File: config.mk
export PLATFORM = sky130hd
export DESIGN_NAME = cacheline_adapter_flat
export DESIGN_NICKNAME = d
export VERILOG_FILES = /design/src/rtl/cacheline_adapter_if.sv /design/src/rtl/cacheline_adapter.sv /design/src/flat_wrapper.sv
export SDC_FILE = /design/constraint.sdc
export NUM_CORES = 1
export LEC_CHECK = 0
export CORE_AREA = 2 2 275 277
export CTS_BUF_LIST = sky130_fd_sc_hd__clkbuf_4
export CTS_CLUSTER_DIAMETER = 80
export DETAILED_ROUTE_END_ITERATION = 6
export DIE_AREA = 0 0 277 279
export GPL_ROUTABILITY_DRIVEN = 0
export REMOVE_ABC_BUFFERS = 1
export SYNTH_ARGS = -nofsm -noshare
export SYNTH_HDL_FRONTEND = slang
export SYNTH_SLANG_ARGS = --single-unit
File: constraint.sdc
create_clock -name clk -period 2.2 [get_ports clk]
set_input_delay 0.44 -clock clk [delete_from_list [all_inputs] [get_ports clk]]
set_output_delay 0.44 -clock clk [all_outputs]
set_load 0.05 [all_outputs]
File: src/rtl/cacheline_adapter_if.sv
`default_nettype none
// ============================================================================
// Module      : cacheline_adapter_if
// Description : Signal bundle for cacheline_adapter. It carries the
//               arbiter-side line request/response signals and the
//               memory-side burst signals.
//               slave  : the adapter's view. It takes line requests and
//                        drives the burst.
//               master : the environment's view. This is the arbiter and
//                        the burst memory together.
// Ports (slave view):
//   addr, read, write, wdata   in   line request from the arbiter
//   rdata, resp                out  assembled line / completion pulse
//   mem_addr, mem_read,
//   mem_write, mem_wdata       out  burst request to memory
//   mem_rdata, mem_resp        in   beat data / beat handshake from memory
// Revision    : 1.0 - initial release
// ============================================================================
interface cacheline_adapter_if #(
  parameter int LINE_W = 256,
  parameter int BEAT_W = 64
);
  // Arbiter side
  logic [31:0]       addr;
  logic              read;
  logic              write;
  logic [LINE_W-1:0] wdata;
  logic [LINE_W-1:0] rdata;
  logic              resp;
  // Memory side
  logic [31:0]       mem_addr;
  logic              mem_read;
  logic              mem_write;
  logic [BEAT_W-1:0] mem_wdata;
  logic [BEAT_W-1:0] mem_rdata;
  logic              mem_resp;

  modport slave (
    input  addr, read, write, wdata, mem_rdata, mem_resp,
    output rdata, resp, mem_addr, mem_read, mem_write, mem_wdata
  );

  modport master (
    output addr, read, write, wdata, mem_rdata, mem_resp,
    input  rdata, resp, mem_addr, mem_read, mem_write, mem_wdata
  );
endinterface
`default_nettype wire

File: src/rtl/cacheline_adapter.sv
`default_nettype none
// ============================================================================
// Module      : cacheline_adapter
// Description : Converts one LINE_W-bit cacheline request into a burst of
//               BEAT_W-bit beats on the memory port, and back again. Only one
//               request is outstanding at a time. Read beats are gathered
//               into a line buffer. A latched write line is sent out beat by
//               beat. Completion is signalled with a one-cycle resp pulse.
// Ports       :
//   clk   in  clock, rising edge
//   rst   in  asynchronous active-low reset
//   bus   slave modport of cacheline_adapter_if (arbiter + memory signals)
// Revision    : 1.0 - initial release
// ============================================================================
module cacheline_adapter #(
  parameter int LINE_W = 256,
  parameter int BEAT_W = 64
) (
  input  wire logic               clk,
  input  wire logic               rst,
  cacheline_adapter_if.slave      bus
);

  // BEATS must be a power of two, >= 2, so the counter wraps naturally
  localparam int BEATS = LINE_W / BEAT_W;
  localparam int CNT_W = $clog2(BEATS);
  localparam logic [CNT_W-1:0] CNT_LAST = CNT_W'(BEATS - 1);
  localparam logic [CNT_W-1:0] CNT_ONE  = CNT_W'(1);
  // Byte-offset bits within a line are cleared to form the burst base
  localparam logic [31:0] ADDR_OFFS_MASK = 32'(LINE_W / 8 - 1);

  typedef enum logic [1:0] {
    S_IDLE  = 2'd0,
    S_READ  = 2'd1,
    S_WRITE = 2'd2,
    S_RESP  = 2'd3
  } state_t;

  state_t                         state_q, state_d;
  logic [CNT_W-1:0]               cnt_q, cnt_d;
  logic [BEATS-1:0][BEAT_W-1:0]   linebuf_q;
  logic [BEATS-1:0][BEAT_W-1:0]   wbuf_q;
  logic [31:0]                    mem_addr_q;

  // --------------------------------------------------------------------------
  // State and counter register
  // --------------------------------------------------------------------------
  always_ff @(posedge clk or negedge rst) begin
    if (!rst) begin
      state_q <= S_IDLE;
      cnt_q   <= '0;
    end else begin
      state_q <= state_d;
      cnt_q   <= cnt_d;
    end
  end

  // --------------------------------------------------------------------------
  // Next-state logic. The counter wraps to 0 on the last beat, so leaving a
  // burst needs no separate clear.
  // --------------------------------------------------------------------------
  always_comb begin
    state_d = state_q;
    cnt_d   = cnt_q;
    case (state_q)
      S_IDLE: begin
        // A write wins over a simultaneous (illegal) read
        if (bus.write) begin
          state_d = S_WRITE;
          cnt_d   = '0;
        end else if (bus.read) begin
          state_d = S_READ;
          cnt_d   = '0;
        end
      end
      S_READ, S_WRITE: begin
        if (bus.mem_resp) begin
          cnt_d = cnt_q + CNT_ONE;
          if (cnt_q == CNT_LAST) begin
            state_d = S_RESP;
          end
        end
      end
      S_RESP: begin
        state_d = S_IDLE;
      end
      default: begin
        state_d = S_IDLE;
        cnt_d   = '0;
      end
    endcase
  end

  // --------------------------------------------------------------------------
  // Datapath registers: burst address, write line buffer, read line buffer
  // --------------------------------------------------------------------------
  always_ff @(posedge clk or negedge rst) begin
    if (!rst) begin
      mem_addr_q <= '0;
      wbuf_q     <= '0;
      linebuf_q  <= '0;
    end else begin
      if (state_q == S_IDLE) begin
        if (bus.write) begin
          mem_addr_q <= bus.addr & ~ADDR_OFFS_MASK;
          wbuf_q     <= bus.wdata;
        end else if (bus.read) begin
          mem_addr_q <= bus.addr & ~ADDR_OFFS_MASK;
        end
      end
      if (state_q == S_READ && bus.mem_resp) begin
        linebuf_q[cnt_q] <= bus.mem_rdata;
      end
    end
  end

  // --------------------------------------------------------------------------
  // Outputs. These decode from registers only, so no input reaches an output
  // combinationally.
  // --------------------------------------------------------------------------
  assign bus.mem_addr  = mem_addr_q;
  assign bus.mem_read  = (state_q == S_READ);
  assign bus.mem_write = (state_q == S_WRITE);
  assign bus.mem_wdata = (state_q == S_WRITE) ? wbuf_q[cnt_q] : '0;
  assign bus.resp      = (state_q == S_RESP);
  assign bus.rdata     = linebuf_q;

endmodule
`default_nettype wire

File: src/flat_wrapper.sv
// flat-port wrapper written by rule: the top's interface ports become plain ports
module cacheline_adapter_flat 
#(
  parameter int LINE_W = 256,
  parameter int BEAT_W = 64
)
  (clk, rst, bus_addr, bus_read, bus_write, bus_wdata, bus_mem_rdata, bus_mem_resp, bus_rdata, bus_resp, bus_mem_addr, bus_mem_read, bus_mem_write, bus_mem_wdata);
  cacheline_adapter_if #(.LINE_W(LINE_W), .BEAT_W(BEAT_W)) bus_i ();
  input  wire logic clk;
  input  wire logic rst;
  input wire logic [$bits(bus_i.addr)-1:0] bus_addr;
  input wire logic [$bits(bus_i.read)-1:0] bus_read;
  input wire logic [$bits(bus_i.write)-1:0] bus_write;
  input wire logic [$bits(bus_i.wdata)-1:0] bus_wdata;
  input wire logic [$bits(bus_i.mem_rdata)-1:0] bus_mem_rdata;
  input wire logic [$bits(bus_i.mem_resp)-1:0] bus_mem_resp;
  output wire logic [$bits(bus_i.rdata)-1:0] bus_rdata;
  output wire logic [$bits(bus_i.resp)-1:0] bus_resp;
  output wire logic [$bits(bus_i.mem_addr)-1:0] bus_mem_addr;
  output wire logic [$bits(bus_i.mem_read)-1:0] bus_mem_read;
  output wire logic [$bits(bus_i.mem_write)-1:0] bus_mem_write;
  output wire logic [$bits(bus_i.mem_wdata)-1:0] bus_mem_wdata;
  assign bus_i.addr = bus_addr;
  assign bus_i.read = bus_read;
  assign bus_i.write = bus_write;
  assign bus_i.wdata = bus_wdata;
  assign bus_i.mem_rdata = bus_mem_rdata;
  assign bus_i.mem_resp = bus_mem_resp;
  assign bus_rdata = bus_i.rdata;
  assign bus_resp = bus_i.resp;
  assign bus_mem_addr = bus_i.mem_addr;
  assign bus_mem_read = bus_i.mem_read;
  assign bus_mem_write = bus_i.mem_write;
  assign bus_mem_wdata = bus_i.mem_wdata;
  cacheline_adapter #(.LINE_W(LINE_W), .BEAT_W(BEAT_W)) u_core (.clk(clk), .rst(rst), .bus(bus_i));
endmodule
==> flow_summary.toml <==
[global_route]
track_usage = 0.188
grt_max_degree = 59
grt-ovfl-total = 0
grt_pass1_vias = 17851
number_of_antenna_violations_at_the_first_check_in_global_routing = 7
wire_length_of_the_first_global_routing_pass_um = 110000

[clock_tree]
cts-root-buf = "sky130_fd_sc_hd__clkbuf_4"
clock_tree.htree_level_count = 4
clock_tree.buffer_depth = 3
clk-insertion-delay-late_ps = 970
numCtsBuffers = 153
clk_transition_reported_paths_ps = 60
tritoncts = "built"
clock_sink_count = 543

[route]
firstDrtPassIters = 5
avgRoutedWirePerCell_um = 21.4
via_per_inst = 4.56
drt_first_iter_violations = 605
drt_wl_total_um = 73700
drc_violations_left = 0
route.vias.total = 15699
ant_nets = 0

[cells_and_area]
seq_area_mm2 = 0.0136
layout-drive-gt1-share = 0.560
commonest_cells_after_routing_fill_and_taps_aside = "541 x sky130_fd_sc_hd__dfrtp_1, 540 x sky130_fd_sc_hd__mux2_2, 350 x sky130_fd_sc_hd__clkdlybuf4s50_1"
num-nets-final = 2736
filler_cell_count = 6658
multi_input_area_mm2 = 0.00845
layout-area-overhead-vs-synth_pct = 53.5
final_design_area_no_fill_mm2 = 0.0342
layout.core_utilization = 0.462
most_common_library_cell_in_the_layout_ignoring_fill_and_taps = "sky130_fd_sc_hd__dfrtp_1"

[outcome]
failed_checks = "setup timing"
status = "complete, but fails checks"

[yosys]
synthesis.instances = 1330
ys_warn_count = 0
seq_area_frac_synth = 0.610
netlist_area_mm2 = 0.0223
synthDistinctLibCells = 24
ys_ff_latch = 543
syn_avg_cell_area_um2 = 16.8

[timing]
setup_repair_after_global_routing_missed_its_margin = "true"
final_max_slew_viol_count = 0
period_share = 1.36
finalHoldWorstSlack_ps = 151
maxClockFrequency_mhz = 334
fin_skew_ps = 60.9
totalNegativeSetupSlack_ps = -48370
final.min_clock_period_ps = 2990
setup_violations = 67
worst_slack_ps = -792
timing_hold_violations_final = 0

[pwr]
power.static_leakage_nw = 15.5
pwr_density_cell_mw_per_mm2 = 1690
ir_drop_mv = 1.13

[worst_setup_path]
timing.critical_path.required_ps = 1760
critical_path_class = "flop to output port"
worstPathArrival_ps = 2550
path_max_fanout = 6
critical_path.endpoint_type = "output port"
crit_path_start_kind = "flop"

[floorplan]
floorplan.die.width_um = 277
initial_core_util = 0.301
io-pin-count = 712
fp.dieArea_mm2 = 0.0773
core_area_mm2 = 0.0741
fp-row-count = 100
die-height_um = 279

[hold_path]
hold_class = "input pin to flop"

[job]
max_cap_violations = 0

[place]
place.detailed.hpwl_um = 51100
placed_cell_area_mm2 = 0.0310
port-buffer-count = 701
layout make-up:
class | count | share of cell area
Sequential cell | 543 | 0.397
Clock buffer | 225 | 0.0494
Antenna cell | 4 | 0.000292
Inverter | 5 | 0.000695
Multi-Input combinational cell | 704 | 0.247
Timing Repair Buffer | 963 | 0.265
Clock inverter | 32 | 0.00519
Tap cell | 969 | 0.0354
metal layers:
metal,up-vias,share of wire,global-route usage
met5,-,0.00031,0
met4,4,0.029,0.0729
met3,133,0.088,0.0786
met2,665,0.49,0.311
met1,7944,0.39,0.216
li1,6953,-,-
registers in the layout, indices dropped and copies added, names as in the netlist:
name / cells
u_core.cnt_q: 2
u_core.state_q: 2
u_core.wbuf_q: 256
u_core.bus.mem_addr: 27
u_core.bus.rdata: 256
where the power goes:
part | switching (mW) | internal, mW
sequential | 2.64 | 15.0
clock | 4.36 | 4.69
combinational | 18.5 | 12.7
total | 25.5 | 32.4
per-stage QoR:
stage	power (mW)	setup slack (ps)	std cells
after global routing	60.8	-955	3445
after CTS	57.9	-986	3427
after floorplan	37.0	-4760	1252
after global placement	48.1	34.1	3005
after detailed placement	48.6	18.0	3005
final	57.8	-792	3445
kinds of logic after synthesis:
| family | count (synthesis) | synth area share |
|---|---|---|
| other | 1 | 0.000168 |
| AO/OA/AOI/OAI | 9 | 0.00281 |
| multiplexers | 607 | 0.339 |
| flip-flops | 543 | 0.610 |
| adder cells (fa/ha/maj) | 9 | 0.00505 |
| AND/OR/NAND/NOR | 74 | 0.0210 |
| buffers and inverters | 87 | 0.0226 |
worst paths after layout:
kind                                                end  depth (start not counted)  slack, ps            startpoint
worst max-delay path                  bus_mem_wdata[58]                          5       -790       u_core.cnt_q[0]
worst min-delay path                 u_core.wbuf_q[235]                          2        150        bus_wdata[235]
worst max register to register    u_core.bus.rdata[166]                          9         80       u_core.cnt_q[0]
worst min register to register     u_core.bus.rdata[64]                          1        500  u_core.bus.rdata[64]
max in group asynchronous       u_core.bus.mem_addr[12]                          4       1490                   rst
min in group asynchronous             u_core.wbuf_q[19]                          3        180                   rst
critical path, cell delays in order, from the launching register on:
cell and delay, ps:
sky130_fd_sc_hd__dfrtp_4 460, sky130_fd_sc_hd__clkbuf_16 190, sky130_fd_sc_hd__clkbuf_16 170, sky130_fd_sc_hd__mux4_2 500
sky130_fd_sc_hd__and2_4 170, sky130_fd_sc_hd__buf_6 140
synthesized netlist by cell type:
| master | count | share of area |
|---|---|---|
| sky130_fd_sc_hd__a21oi_1 | 1 | 0.00022 |
| sky130_fd_sc_hd__o211ai_1 | 1 | 0.00034 |
| sky130_fd_sc_hd__nand3_2 | 4 | 0.0018 |
| sky130_fd_sc_hd__clkbuf_1 | 9 | 0.0015 |
| sky130_fd_sc_hd__buf_4 | 8 | 0.0027 |
| sky130_fd_sc_hd__o21ai_2 | 1 | 0.00039 |
| sky130_fd_sc_hd__buf_12 | 4 | 0.0036 |
| sky130_fd_sc_hd__inv_1 | 5 | 0.00084 |
| sky130_fd_sc_hd__mux2i_1 | 3 | 0.0013 |
| sky130_fd_sc_hd__buf_6 | 1 | 0.00051 |
| sky130_fd_sc_hd__conb_1 | 1 | 0.00017 |
| sky130_fd_sc_hd__o221ai_1 | 2 | 0.00079 |
| sky130_fd_sc_hd__mux4_2 | 64 | 0.065 |
| sky130_fd_sc_hd__buf_2 | 59 | 0.013 |
| sky130_fd_sc_hd__ha_1 | 9 | 0.0051 |
| sky130_fd_sc_hd__and2_1 | 64 | 0.018 |
| sky130_fd_sc_hd__buf_1 | 1 | 0.00017 |
| sky130_fd_sc_hd__o22a_1 | 1 | 0.00039 |
| sky130_fd_sc_hd__mux2_2 | 540 | 0.27 |
| sky130_fd_sc_hd__nor3b_1 | 1 | 0.00034 |
| sky130_fd_sc_hd__dfrtp_1 | 543 | 0.61 |
| sky130_fd_sc_hd__nand2_1 | 4 | 0.00067 |
| sky130_fd_sc_hd__nor2b_1 | 1 | 0.00028 |
| sky130_fd_sc_hd__o21ai_0 | 3 | 0.00067 |
what timing repair did:
| item | CTS | global route |
|---|---|---|
| endpoints found under the setup margin | 332 | 139 |
| buffers inserted | 16 | 10 |
| resized for setup | 1471 | 63 |
| cloned | 6 | 6 |
| pin swaps | 2 | 17 |
| hold endpoints to repair | 685 | 0 |
| hold buffers | 144 | 0 |
Power figures use the tool's default switching activity.
